[src/rtl/ivdivider_if.sv]
// ---------------------------------------------------------------------------
// ivdivider_if
// Request/response bundle for the packed-SIMD divider.
//   flush_i   : synchronous abort of any in-flight operation
//   valid_i   : request valid            ready_o  : divider can accept
//   a_i, b_i  : packed dividends/divisors
//   op_i      : bit0 = signed, bit1 = remainder (0 = quotient)
//   size_i    : 0 = four byte lanes, 1 = two halfword lanes
//   valid_o   : result valid             ready_i  : consumer accepts result
//   result_o  : packed quotients or remainders
// slave modport faces the divider, master modport faces the requester.
// ---------------------------------------------------------------------------
interface ivdivider_if;
    logic        flush_i;
    logic        valid_i;
    logic        ready_o;
    logic [31:0] a_i;
    logic [31:0] b_i;
    logic [1:0]  op_i;
    logic        size_i;
    logic        valid_o;
    logic        ready_i;
    logic [31:0] result_o;

    modport slave (
        input  flush_i, valid_i, a_i, b_i, op_i, size_i, ready_i,
        output ready_o, valid_o, result_o
    );

    modport master (
        output flush_i, valid_i, a_i, b_i, op_i, size_i, ready_i,
        input  ready_o, valid_o, result_o
    );
endinterface

[src/rtl/ivdivider.sv]
// ---------------------------------------------------------------------------
// ivdivider
// Multi-cycle packed-SIMD integer divide/remainder unit. Four 8-bit lanes or
// two 16-bit lanes, restoring division, one quotient bit per lane per cycle.
// Ports:
//   cpu_clock_i  : clock, rising edge
//   cpu_resetn_i : asynchronous active-low reset
//   bus          : ivdivider_if.slave request/response bundle
// Result appears 10 (bytes) or 18 (halfwords) edges after the accept edge.
// ---------------------------------------------------------------------------
module ivdivider (
    input  logic       cpu_clock_i,
    input  logic       cpu_resetn_i,
    ivdivider_if.slave bus
);

    localparam int unsigned W_DATA    = 32;
    localparam int unsigned W_CNT     = 4;
    localparam int unsigned N_LANES_B = 4;
    localparam int unsigned N_LANES_H = 2;

    typedef enum logic [2:0] {
        S_IDLE = 3'd0,
        S_PREP = 3'd1,
        S_ITER = 3'd2,
        S_FIX  = 3'd3,
        S_DONE = 3'd4
    } state_t;

    state_t              r_state;
    state_t              w_state_nx;
    logic                w_ld_req;
    logic                w_prep;
    logic                w_step;
    logic                w_fix;

    logic                r_ready;
    logic                r_valid;
    logic [W_DATA-1:0]   r_result;

    logic [W_DATA-1:0]   r_a;
    logic [W_DATA-1:0]   r_b;
    logic [1:0]          r_op;
    logic                r_size;
    logic [W_DATA-1:0]   r_dq;
    logic [W_DATA-1:0]   r_dvs;
    logic [W_DATA-1:0]   r_rem;
    logic [W_CNT-1:0]    r_cnt;

    logic [3:0]          w_neg_a;
    logic [3:0]          w_neg_b;
    logic [3:0]          w_dz;
    logic [W_DATA-1:0]   w_q_fix;
    logic [W_DATA-1:0]   w_r_fix;
    logic [W_DATA-1:0]   w_fix_result;
    logic [2*W_DATA-1:0] w_step_nx;

    // Per-lane sign bits; halfword mode uses bits [1:0] only.
    function automatic logic [3:0] sign_mask(input logic [W_DATA-1:0] v, input logic sz);
        logic [3:0] m;
        if (sz) m = {2'b00, v[31], v[15]};
        else    m = {v[31], v[23], v[15], v[7]};
        return m;
    endfunction

    // Per-lane zero detect; halfword mode uses bits [1:0] only.
    function automatic logic [3:0] zero_mask(input logic [W_DATA-1:0] v, input logic sz);
        logic [3:0] m;
        if (sz) m = {2'b00, v[31:16] == 16'd0, v[15:0] == 16'd0};
        else    m = {v[31:24] == 8'd0, v[23:16] == 8'd0, v[15:8] == 8'd0, v[7:0] == 8'd0};
        return m;
    endfunction

    // Two's-complement negate the lanes selected by m, modulo lane width.
    function automatic logic [W_DATA-1:0] neg_lanes(input logic [W_DATA-1:0] v,
                                                    input logic sz, input logic [3:0] m);
        logic [W_DATA-1:0] r;
        r = v;
        if (sz) begin
            for (int i = 0; i < int'(N_LANES_H); i++)
                if (m[i]) r[16*i +: 16] = 16'(~v[16*i +: 16] + 16'd1);
        end else begin
            for (int i = 0; i < int'(N_LANES_B); i++)
                if (m[i]) r[8*i +: 8] = 8'(~v[8*i +: 8] + 8'd1);
        end
        return r;
    endfunction

    // Take lanes from alt where m is set, otherwise from base.
    function automatic logic [W_DATA-1:0] merge_lanes(input logic [W_DATA-1:0] base,
                                                      input logic [W_DATA-1:0] alt,
                                                      input logic sz, input logic [3:0] m);
        logic [W_DATA-1:0] r;
        r = base;
        if (sz) begin
            for (int i = 0; i < int'(N_LANES_H); i++)
                if (m[i]) r[16*i +: 16] = alt[16*i +: 16];
        end else begin
            for (int i = 0; i < int'(N_LANES_B); i++)
                if (m[i]) r[8*i +: 8] = alt[8*i +: 8];
        end
        return r;
    endfunction

    // One restoring step per lane. The shifted partial remainder carries an
    // extra top bit so a lane never borrows from or carries into its neighbour.
    // Quotient bits shift into dq as the dividend bits shift out.
    function automatic logic [2*W_DATA-1:0] div_step(input logic [W_DATA-1:0] rem,
                                                     input logic [W_DATA-1:0] dq,
                                                     input logic [W_DATA-1:0] dvs,
                                                     input logic sz);
        logic [W_DATA-1:0] nrem;
        logic [W_DATA-1:0] ndq;
        logic [8:0]        sh8;
        logic [8:0]        df8;
        logic [16:0]       sh16;
        logic [16:0]       df16;
        nrem = rem;
        ndq  = dq;
        sh8  = '0;
        df8  = '0;
        sh16 = '0;
        df16 = '0;
        if (sz) begin
            for (int i = 0; i < int'(N_LANES_H); i++) begin
                sh16 = {rem[16*i +: 16], dq[16*i + 15]};
                df16 = 17'(sh16 - {1'b0, dvs[16*i +: 16]});
                if (!df16[16]) begin
                    nrem[16*i +: 16] = df16[15:0];
                    ndq[16*i +: 16]  = {dq[16*i +: 15], 1'b1};
                end else begin
                    nrem[16*i +: 16] = sh16[15:0];
                    ndq[16*i +: 16]  = {dq[16*i +: 15], 1'b0};
                end
            end
        end else begin
            for (int i = 0; i < int'(N_LANES_B); i++) begin
                sh8 = {rem[8*i +: 8], dq[8*i + 7]};
                df8 = 9'(sh8 - {1'b0, dvs[8*i +: 8]});
                if (!df8[8]) begin
                    nrem[8*i +: 8] = df8[7:0];
                    ndq[8*i +: 8]  = {dq[8*i +: 7], 1'b1};
                end else begin
                    nrem[8*i +: 8] = sh8[7:0];
                    ndq[8*i +: 8]  = {dq[8*i +: 7], 1'b0};
                end
            end
        end
        return {nrem, ndq};
    endfunction

    // Lane sign/zero info is always derived from the captured operands.
    always_comb begin
        w_neg_a      = sign_mask(r_a, r_size) & {4{r_op[0]}};
        w_neg_b      = sign_mask(r_b, r_size) & {4{r_op[0]}};
        w_dz         = zero_mask(r_b, r_size);
        w_step_nx    = div_step(r_rem, r_dq, r_dvs, r_size);
        // Divide-by-zero lanes bypass the sign fix-up entirely.
        w_q_fix      = merge_lanes(neg_lanes(r_dq, r_size, w_neg_a ^ w_neg_b),
                                   32'hFFFF_FFFF, r_size, w_dz);
        w_r_fix      = merge_lanes(neg_lanes(r_rem, r_size, w_neg_a), r_a, r_size, w_dz);
        w_fix_result = r_op[1] ? w_r_fix : w_q_fix;
    end

    // FSM state register.
    always_ff @(posedge cpu_clock_i or negedge cpu_resetn_i) begin
        if (!cpu_resetn_i) r_state <= S_IDLE;
        else               r_state <= w_state_nx;
    end

    // FSM next-state and datapath strobes; flush overrides everything.
    always_comb begin
        w_state_nx = r_state;
        w_ld_req   = 1'b0;
        w_prep     = 1'b0;
        w_step     = 1'b0;
        w_fix      = 1'b0;
        case (r_state)
            S_IDLE: begin
                if (bus.valid_i) begin
                    w_ld_req   = 1'b1;
                    w_state_nx = S_PREP;
                end
            end
            S_PREP: begin
                w_prep     = 1'b1;
                w_state_nx = S_ITER;
            end
            S_ITER: begin
                w_step = 1'b1;
                if (r_cnt == '0) w_state_nx = S_FIX;
            end
            S_FIX: begin
                w_fix      = 1'b1;
                w_state_nx = S_DONE;
            end
            S_DONE: begin
                if (bus.ready_i) w_state_nx = S_IDLE;
            end
            default: w_state_nx = S_IDLE;
        endcase
        if (bus.flush_i) begin
            w_state_nx = S_IDLE;
            w_ld_req   = 1'b0;
            w_prep     = 1'b0;
            w_step     = 1'b0;
            w_fix      = 1'b0;
        end
    end

    // Datapath and registered outputs.
    always_ff @(posedge cpu_clock_i or negedge cpu_resetn_i) begin
        if (!cpu_resetn_i) begin
            r_ready  <= 1'b1;
            r_valid  <= 1'b0;
            r_result <= '0;
            r_a      <= '0;
            r_b      <= '0;
            r_op     <= '0;
            r_size   <= 1'b0;
            r_dq     <= '0;
            r_dvs    <= '0;
            r_rem    <= '0;
            r_cnt    <= '0;
        end else begin
            r_ready <= (w_state_nx == S_IDLE);
            r_valid <= (w_state_nx == S_DONE);
            // Result is non-zero only while sitting in DONE.
            if (w_state_nx != S_DONE) r_result <= '0;
            else if (w_fix)           r_result <= w_fix_result;

            if (w_ld_req) begin
                r_a    <= bus.a_i;
                r_b    <= bus.b_i;
                r_op   <= bus.op_i;
                r_size <= bus.size_i;
            end
            if (w_prep) begin
                r_dq  <= neg_lanes(r_a, r_size, w_neg_a);
                r_dvs <= neg_lanes(r_b, r_size, w_neg_b);
                r_rem <= '0;
                r_cnt <= r_size ? W_CNT'(15) : W_CNT'(7);
            end
            if (w_step) begin
                r_rem <= w_step_nx[2*W_DATA-1:W_DATA];
                r_dq  <= w_step_nx[W_DATA-1:0];
                if (r_cnt != '0) r_cnt <= W_CNT'(r_cnt - W_CNT'(1));
            end
            if (bus.flush_i) r_cnt <= '0;
        end
    end

    assign bus.ready_o  = r_ready;
    assign bus.valid_o  = r_valid;
    assign bus.result_o = r_result;

endmodule

[src/flat_wrapper.sv]
// flat-port wrapper written by rule: the top's interface ports become plain ports
module ivdivider_flat 
  (cpu_clock_i, cpu_resetn_i, bus_flush_i, bus_valid_i, bus_a_i, bus_b_i, bus_op_i, bus_size_i, bus_ready_i, bus_ready_o, bus_valid_o, bus_result_o);
  ivdivider_if bus_i ();
  input  logic cpu_clock_i;
  input  logic cpu_resetn_i;
  input wire logic [$bits(bus_i.flush_i)-1:0] bus_flush_i;
  input wire logic [$bits(bus_i.valid_i)-1:0] bus_valid_i;
  input wire logic [$bits(bus_i.a_i)-1:0] bus_a_i;
  input wire logic [$bits(bus_i.b_i)-1:0] bus_b_i;
  input wire logic [$bits(bus_i.op_i)-1:0] bus_op_i;
  input wire logic [$bits(bus_i.size_i)-1:0] bus_size_i;
  input wire logic [$bits(bus_i.ready_i)-1:0] bus_ready_i;
  output wire logic [$bits(bus_i.ready_o)-1:0] bus_ready_o;
  output wire logic [$bits(bus_i.valid_o)-1:0] bus_valid_o;
  output wire logic [$bits(bus_i.result_o)-1:0] bus_result_o;
  assign bus_i.flush_i = bus_flush_i;
  assign bus_i.valid_i = bus_valid_i;
  assign bus_i.a_i = bus_a_i;
  assign bus_i.b_i = bus_b_i;
  assign bus_i.op_i = bus_op_i;
  assign bus_i.size_i = bus_size_i;
  assign bus_i.ready_i = bus_ready_i;
  assign bus_ready_o = bus_i.ready_o;
  assign bus_valid_o = bus_i.valid_o;
  assign bus_result_o = bus_i.result_o;
  ivdivider u_core (.cpu_clock_i(cpu_clock_i), .cpu_resetn_i(cpu_resetn_i), .bus(bus_i));
endmodule
[config.mk]
export PLATFORM = sky130hd
export DESIGN_NAME = ivdivider_flat
export DESIGN_NICKNAME = d
export VERILOG_FILES = /design/src/rtl/ivdivider_if.sv /design/src/rtl/ivdivider.sv /design/src/flat_wrapper.sv
export SDC_FILE = /design/constraint.sdc
export NUM_CORES = 1
export LEC_CHECK = 0
export CORE_ASPECT_RATIO = 0.75
export CORE_MARGIN = 5
export CORE_UTILIZATION = 50
export DETAILED_ROUTE_END_ITERATION = 7
export HOLD_SLACK_MARGIN = 0.1
export PLACE_DENSITY = 0.79
export SYNTH_ARGS = -nofsm -noshare
export SYNTH_HDL_FRONTEND = slang
export SYNTH_SLANG_ARGS = --single-unit
[constraint.sdc]
create_clock -name cpu_clock_i -period 6.9 [get_ports cpu_clock_i]
set_clock_uncertainty 0.05 [all_clocks]
set_input_delay 2.07 -clock cpu_clock_i [delete_from_list [all_inputs] [get_ports cpu_clock_i]]
set_output_delay 2.07 -clock cpu_clock_i [all_outputs]
set_load 0.005 [all_outputs]
==> reports/metrics.sh <==
NUM_ROWS=55
CLK_TRANSITION_REPORTED_PATHS_NS=0.06
CTS_MADE_BUFFERS=23
CRITICAL_PATH_REQUIRED_NS=7.24
DESIGN.CORE.AREA_UM2=29900
CRITPATHMAXFANOUT=29
POST_SYNTH_MAIN_AREA_CONTRIBUTORS='dfrtp_1 (34%), xnor2_1 (5.8%), mux2_2 (5.6%), nand2_1 (4.6%), ha_1 (4.4%)'
UNREPAIRED_SETUP_ENDPOINTS_AFTER_GLOBAL_ROUTING='no'
TIMING_HOLD_VIOLATIONS_FINAL=0
POSTSYNTHREGISTERBITS=204
GRT-OVFL-TOTAL=0
MET2_USAGE_PCT=34.2
LAYOUT-AREA-OVERHEAD-VS-SYNTH_PCT=13.2
POWER-PER-CELL-AREA_nW_PER_UM2=556
GRTUSAGEMET3_PCT=6.52
VIA_COUNT=13305
NUMBER_OF_MAXIMUM_CAPACITANCE_CONSTRAINT_VIOLATIONS=0
POST-CTS-SETUP-BUFFERS=0
VIAS_IN_THE_FIRST_GLOBAL_ROUTE=12489
POST_SYNTH_INST_COUNT=1730
SETUP_TOTAL_NEGATIVE_SLACK_NS=0
P_LEAK_nW=7.24
DETAILEDROUTE.FIRSTITERATIONVIOLATIONS=1513
LAYOUT_WORST_PATH_CYCLE_SHARE_PCT=62.7
POST_DRT_VIA_CELL_RATIO=6.13
RUN_STATUS='complete, no violations'
GRT_BUSIEST_LAYER='met1'
NETLIST_AREA_UM2=15000
DIE-HEIGHT_UM=160
FINAL_WEIGHTED_CONGESTION_IN_ROUTABILITY_DRIVEN_PLACEMENT=0.952
GRT.TOTAL_USAGE_PCT=24.4
GRT_PASS1_WL_MM=68.2
CTS_TREE='done'
TIMING.FINAL.CRIT_PERIOD_NS=4.32
SLEW_LIMIT_FAILS=0
MAX_FREQ_GHz=0.231
CTS_BUFFER_DEPTH=3
NETLIST.AREA_LEADER.SHARE_PCT=33.8
WORST_SKEW_PAIR.LATE_LATENCY_NS=0.54
ESTIMATED_WIRELENGTH_OF_THE_DETAIL_PLACED_DESIGN_MM=30.4
SYNTH_TOP_AREA_CELL='dfrtp_1'
MAX_SLEW.WORST_PIN.SLEW_NS=1.13
REMAINING_DRC_ERRORS=0
SYNTH_CELL_TYPES=88
POST_CTS_HOLD_BUFFER_COUNT=0
CRITPATHLAUNCHTYPE='input port'
SYNTH_NETS=1861
ARRIVAL_NS=4.66
ANTENNA_LEFT=0
FINISH.CELL_COUNT_WITHOUT_FILLERS=2172
MAX-VDD-IR-DROP_mV=0.221
WORST_R2R_STARTPOINT='u_core.r_dq[15]$_DFFE_PN0P_'
CRIT_PATH_START='bus_flush_i'
TOTAL_INSTANCE_COUNT_AFTER_DETAILED_PLACEMENT=2132
SYNTH-EDFF-COUNT=0
YS.FLOP_TYPE='dfrtp_1'
FF2FF_SETUP_SLACK_NS=3.07
DIE_AREA_UM2=33700
SLEW-LIMIT-HEADROOM_PCT=24.7
ANTENNA_FOUND_INITIAL=0
PORT_BUFFERS=105
LAYOUT.NETS=1889
CRITICAL_PATH.MAX_STAGE_DELAY_NS=0.72
YOSYSWARNINGS=0
SYNTH-ASYNC-RESET-RATIO_PCT=100
CRITICAL_PATH.ENDPOINT_TYPE='register'
WORSTHOLDPATHTYPE='register to register'
I_O_PIN_COUNT=106
SETUP_VIOLATIONS=0
ANTENNA_CELLS=0
CLOCK-ROOT-BUFFER='clkbuf_16'
MIN-DELAY-START='u_core.bus.result_o[16]$_DFFE_PN0P_'
MAXIMUM_NUMBER_OF_PINS_ON_ONE_NET_BEFORE_GLOBAL_ROUTE_REPAIR=128
CHIPWIDTH_UM=210
FIRST_PASS_ITERS=6
SYNTH_AREA_PER_CELL_UM2=8.70
CRITICAL_PATH.SLOWEST_CELL='nand2_1'
SHARE_OF_CELLS_ABOVE_DRIVE_STRENGTH_1_PCT=9.42
ROUTE.FINAL.WIRE_LENGTH_MM=42.0
CTS_HTREE_LEVELS=1
GRTUSAGEMET1_PCT=38.5
ROUTE.DETAILED.WL_PER_INST_UM=19.3
SYNTH_SEQ_AREA_SHARE_PCT=33.9
CTSRESIZECOUNT=0
PATH_CELLS='clkdlybuf4s50_1 -> nor2_1 -> nand2_1 -> buf_4 -> a22oi_1 -> o21ai_0'
CTS_NUM_SINKS=204
INITIAL_UTILIZATION_PCT=50.3
TIMING.SETUP.CRITICAL_PATH_CLASS='input port to register'
[logic make-up after synthesis]
family | after synthesis | share of synthesized area, %
compound gates | 517 | 22.9
xor+xnor | 161 | 9.52
fa+ha+maj | 59 | 5.21
buf+inv | 210 | 5.53
flops | 204 | 33.9
mux | 111 | 8.01
simple gates | 468 | 14.8
[final cells by class]
class	count	area, µm²
clock buffer	32	639
clock inverter	8	119
fill	2630	12900
inverter	91	342
multi-input combinational	1316	9130
sequential	204	5110
tap	399	499
timing repair buffer	122	1190
[per-layer routing]
metal / wire, µm / vias to the layer above
met5: 0 / -
met4: 491 / 0
met3: 4920 / 35
met2: 17300 / 610
met1: 19300 / 6396
li1: - / 6264
[worst max-delay path, delay by kind of cell]
kind,cells,cell delay [ns]
compound gates,2,0.30
buf+inv,2,1.18
simple gates,2,1.08
[metrics by stage]
stage          setup WS [ns]  utilization [%]  hold slack, ns  area (µm²)  power (W)
2_1_floorplan           3.06                -           0.400       15000    0.00670
3_3_place_gp            2.21             54.4           0.412       16300    0.00792
3_5_place_dp            2.11             54.4           0.413       16300    0.00809
4_1_cts                 2.67             56.9           0.427       17000    0.00940
5_1_grt                 2.42             56.9           0.452       17000     0.0102
6_report                2.58             56.9           0.420       17000    0.00947
[registers in the layout, indices dropped and copies added, names as in the netlist]
signal / flops
u_core.r_rem: 32
u_core.bus.result_o: 32
u_core.r_a: 32
u_core.r_b: 32
u_core.r_dq: 32
u_core.bus.ready_o: 1
u_core.r_dvs: 32
u_core.bus.valid_o: 1
u_core.r_cnt: 4
u_core.r_size: 1
u_core.r_op: 2
u_core.r_state: 3
[power by group]
| part | total (W) | internal [W] | leakage [nW] | switching [W] |
|---|---|---|---|---|
| clock network | 0.00127 | 0.000757 | 0.375 | 0.000509 |
| registers | 0.00237 | 0.00163 | 2.58 | 0.000733 |
| logic | 0.00584 | 0.00251 | 4.29 | 0.00333 |
[cells in the mapped netlist, types with 13 or more instances]
cell        n
o221ai_1   26
a211oi_1   16
a21oi_1   117
mux2_2     75
inv_1      90
o21ai_0   118
dfrtp_1   203
and2_1     13
xnor2_1    99
buf_2      17
a21o_1     29
nor3_1     36
nand3_1    29
clkbuf_1   87
o31ai_1    22
nand2_1   184
mux2i_1    36
or3_1      22
a22o_1     18
nor2b_1    15
xor2_1     59
nor2_1    100
ha_1       53
o211ai_1   23
a22oi_1    25
[cells in the final DEF, fill, tap and decap left out, types with 11 or more instances in the layout]
cell type	count
o21a_1	11
clkbuf_16	23
ha_1	53
dfrtp_1	202
nand3_1	28
clkdlybuf4s50_1	104
o21ai_1	11
buf_4	16
nor3_1	35
mux2i_1	36
o221ai_1	26
xnor2_1	99
xor2_1	59
a221oi_1	11
a22o_1	18
o211ai_1	23
or3_1	21
a31oi_1	12
a211oi_1	16
a21oi_1	117
nand2_1	184
inv_1	90
o21ai_0	118
nor2_1	100
and2_1	13
a22oi_1	25
o31ai_1	22
nor2b_1	15
nand2b_1	11
a21o_1	29
mux2_2	75
[worst paths after layout]
check | to | cells after the start
setup / recovery | u_core.r_dq[30]$_DFFE_PN0P_ | 6
hold / removal | u_core.bus.result_o[16]$_DFFE_PN0P_ | 2
setup reg to reg | u_core.r_rem[0]$_DFFE_PN0P_ | 12
hold reg to reg | u_core.bus.result_o[16]$_DFFE_PN0P_ | 2
max in group asynchronous | u_core.r_dvs[29]$_DFFE_PN0P_ | 2
min in group asynchronous | u_core.bus.result_o[6]$_DFFE_PN0P_ | 1
(Power assumes the default switching activity.)
==> patch (config.mk and constraints unchanged) <==
Encoding of `state_t`: now one-hot (5 bits for 5 states).
--- a/src/rtl/ivdivider.sv
+++ b/src/rtl/ivdivider.sv
@@ -21,8 +21,8 @@
 
-    typedef enum logic [2:0] {
-        S_IDLE = 3'd0,
-        S_PREP = 3'd1,
-        S_ITER = 3'd2,
-        S_FIX  = 3'd3,
-        S_DONE = 3'd4
+    typedef enum logic [4:0] {
+        S_IDLE = 5'b00001,
+        S_PREP = 5'b00010,
+        S_ITER = 5'b00100,
+        S_FIX  = 5'b01000,
+        S_DONE = 5'b10000
     } state_t;
Behaviour: same outputs for any inputs over 10 cycles, from zero or initial values and one cycle with cpu_resetn_i low; not proved beyond that.
==> patch against the original RTL <==
- sequential cell count increased by 2
- final area increased by 5.1%
- wire length increased by 14%
- critical path type unchanged
- highest routed layer unchanged
- power decreased by 17%
- setup slack got worse by 0.25 ns
- largest power group unchanged
- sequential power decreased by 9.3%
- area after synthesis increased by 5.5%
- register-to-register slack improved by 0.08 ns
==> patch: results <==
group,metric,value,unit
setup_path,cp.arrival,4.98,ns
placed_design,dp.cells,2238,
global_routing,grt_use_met3,0.0474,
worst_hold_path,hold_start,"u_core.r_dvs[21]",
finish,nMultiInputCombCells,1411,
finish,num-fill-cells,2684,
route,drt_iter0_drc,1502,
power,pwr-share-clk,0.187,
route,routed_via_density,6.43,
synth,netlist_instances,1843,
placed_design,preCtsSetupSlack,1.90,ns
finish,register_area,5160,um2
global_routing,grt_use_total,0.265,
setup_path,rr_endpoint,"u_core.r_rem[10]",
finish,area.growth.synth_to_final,12.8,%
route,met2_wirelength,21.8,mm
route,via_count,14657,
status,status,"finished, final reports clean",
synth,synth_common_cells,"204 x dfrtp_1, 153 x nand2_1, 148 x nor2_1",
global_routing,use_met2,0.425,
worst_hold_path,hold_end,"u_core.r_dvs[21]",
power,p_leak,0.00741,uW
synth,avgSynthCellArea,8.61,um2
clock_tree,cts_buffers,24,
finish,clock_area_frac,0.0500,
finish,seq_cells,206,
route,wl,47.8,mm
placed_design,dpl-instance-area,17000,um2
placed_design,hpwl,34.3,mm
global_routing,grtUsageMet1,0.369,
power,seq-power,2150,uW
power,vdd_drop_max,234,uV
finish,multi_input_area_share,0.548,
route,wl_met1,20.2,mm
setup_path,rrSetupSlack,3.15,ns
finish,inv_count,95,
route,met3_length,4.36,mm
setup_path,r2r_cells,11,
synth,yosys-top-cells-area,"dfrtp_1 32%, xnor2_1 5.6%, mux2_2 4.7%",
-- patch: critical path, stage by stage --
cell and delay, ns:
clkdlybuf4s50_1 0.76, and3b_1 0.24, buf_4 0.26, nor2_2 0.60
buf_4 0.48, a21oi_1 0.12, a32o_1 0.28, a41oi_1 0.15
-- patch: worst max-delay path by stage --
stage,from,to,slack (ns),cells past startpoint
2_1_floorplan,bus_flush_i,u_core.r_dq[29],3.07,8
6_report,bus_flush_i,u_core.r_rem[22],2.33,8
3_3_place_gp,bus_flush_i,u_core.r_rem[22],1.95,8
4_1_cts,bus_flush_i,u_core.r_rem[22],2.45,8
5_1_grt,bus_flush_i,u_core.r_rem[19],2.22,9
3_5_place_dp,bus_flush_i,u_core.r_rem[22],1.90,8
-- patch: kinds of logic after synthesis --
family / share of synthesized area
and+or+nand+nor: 0.153
adders and majority gates: 0.0494
AOI/OAI and AO/OA: 0.236
xor gates and xnor gates: 0.0881
DFF: 0.325
muxes: 0.0900
buffers and inverters: 0.0582
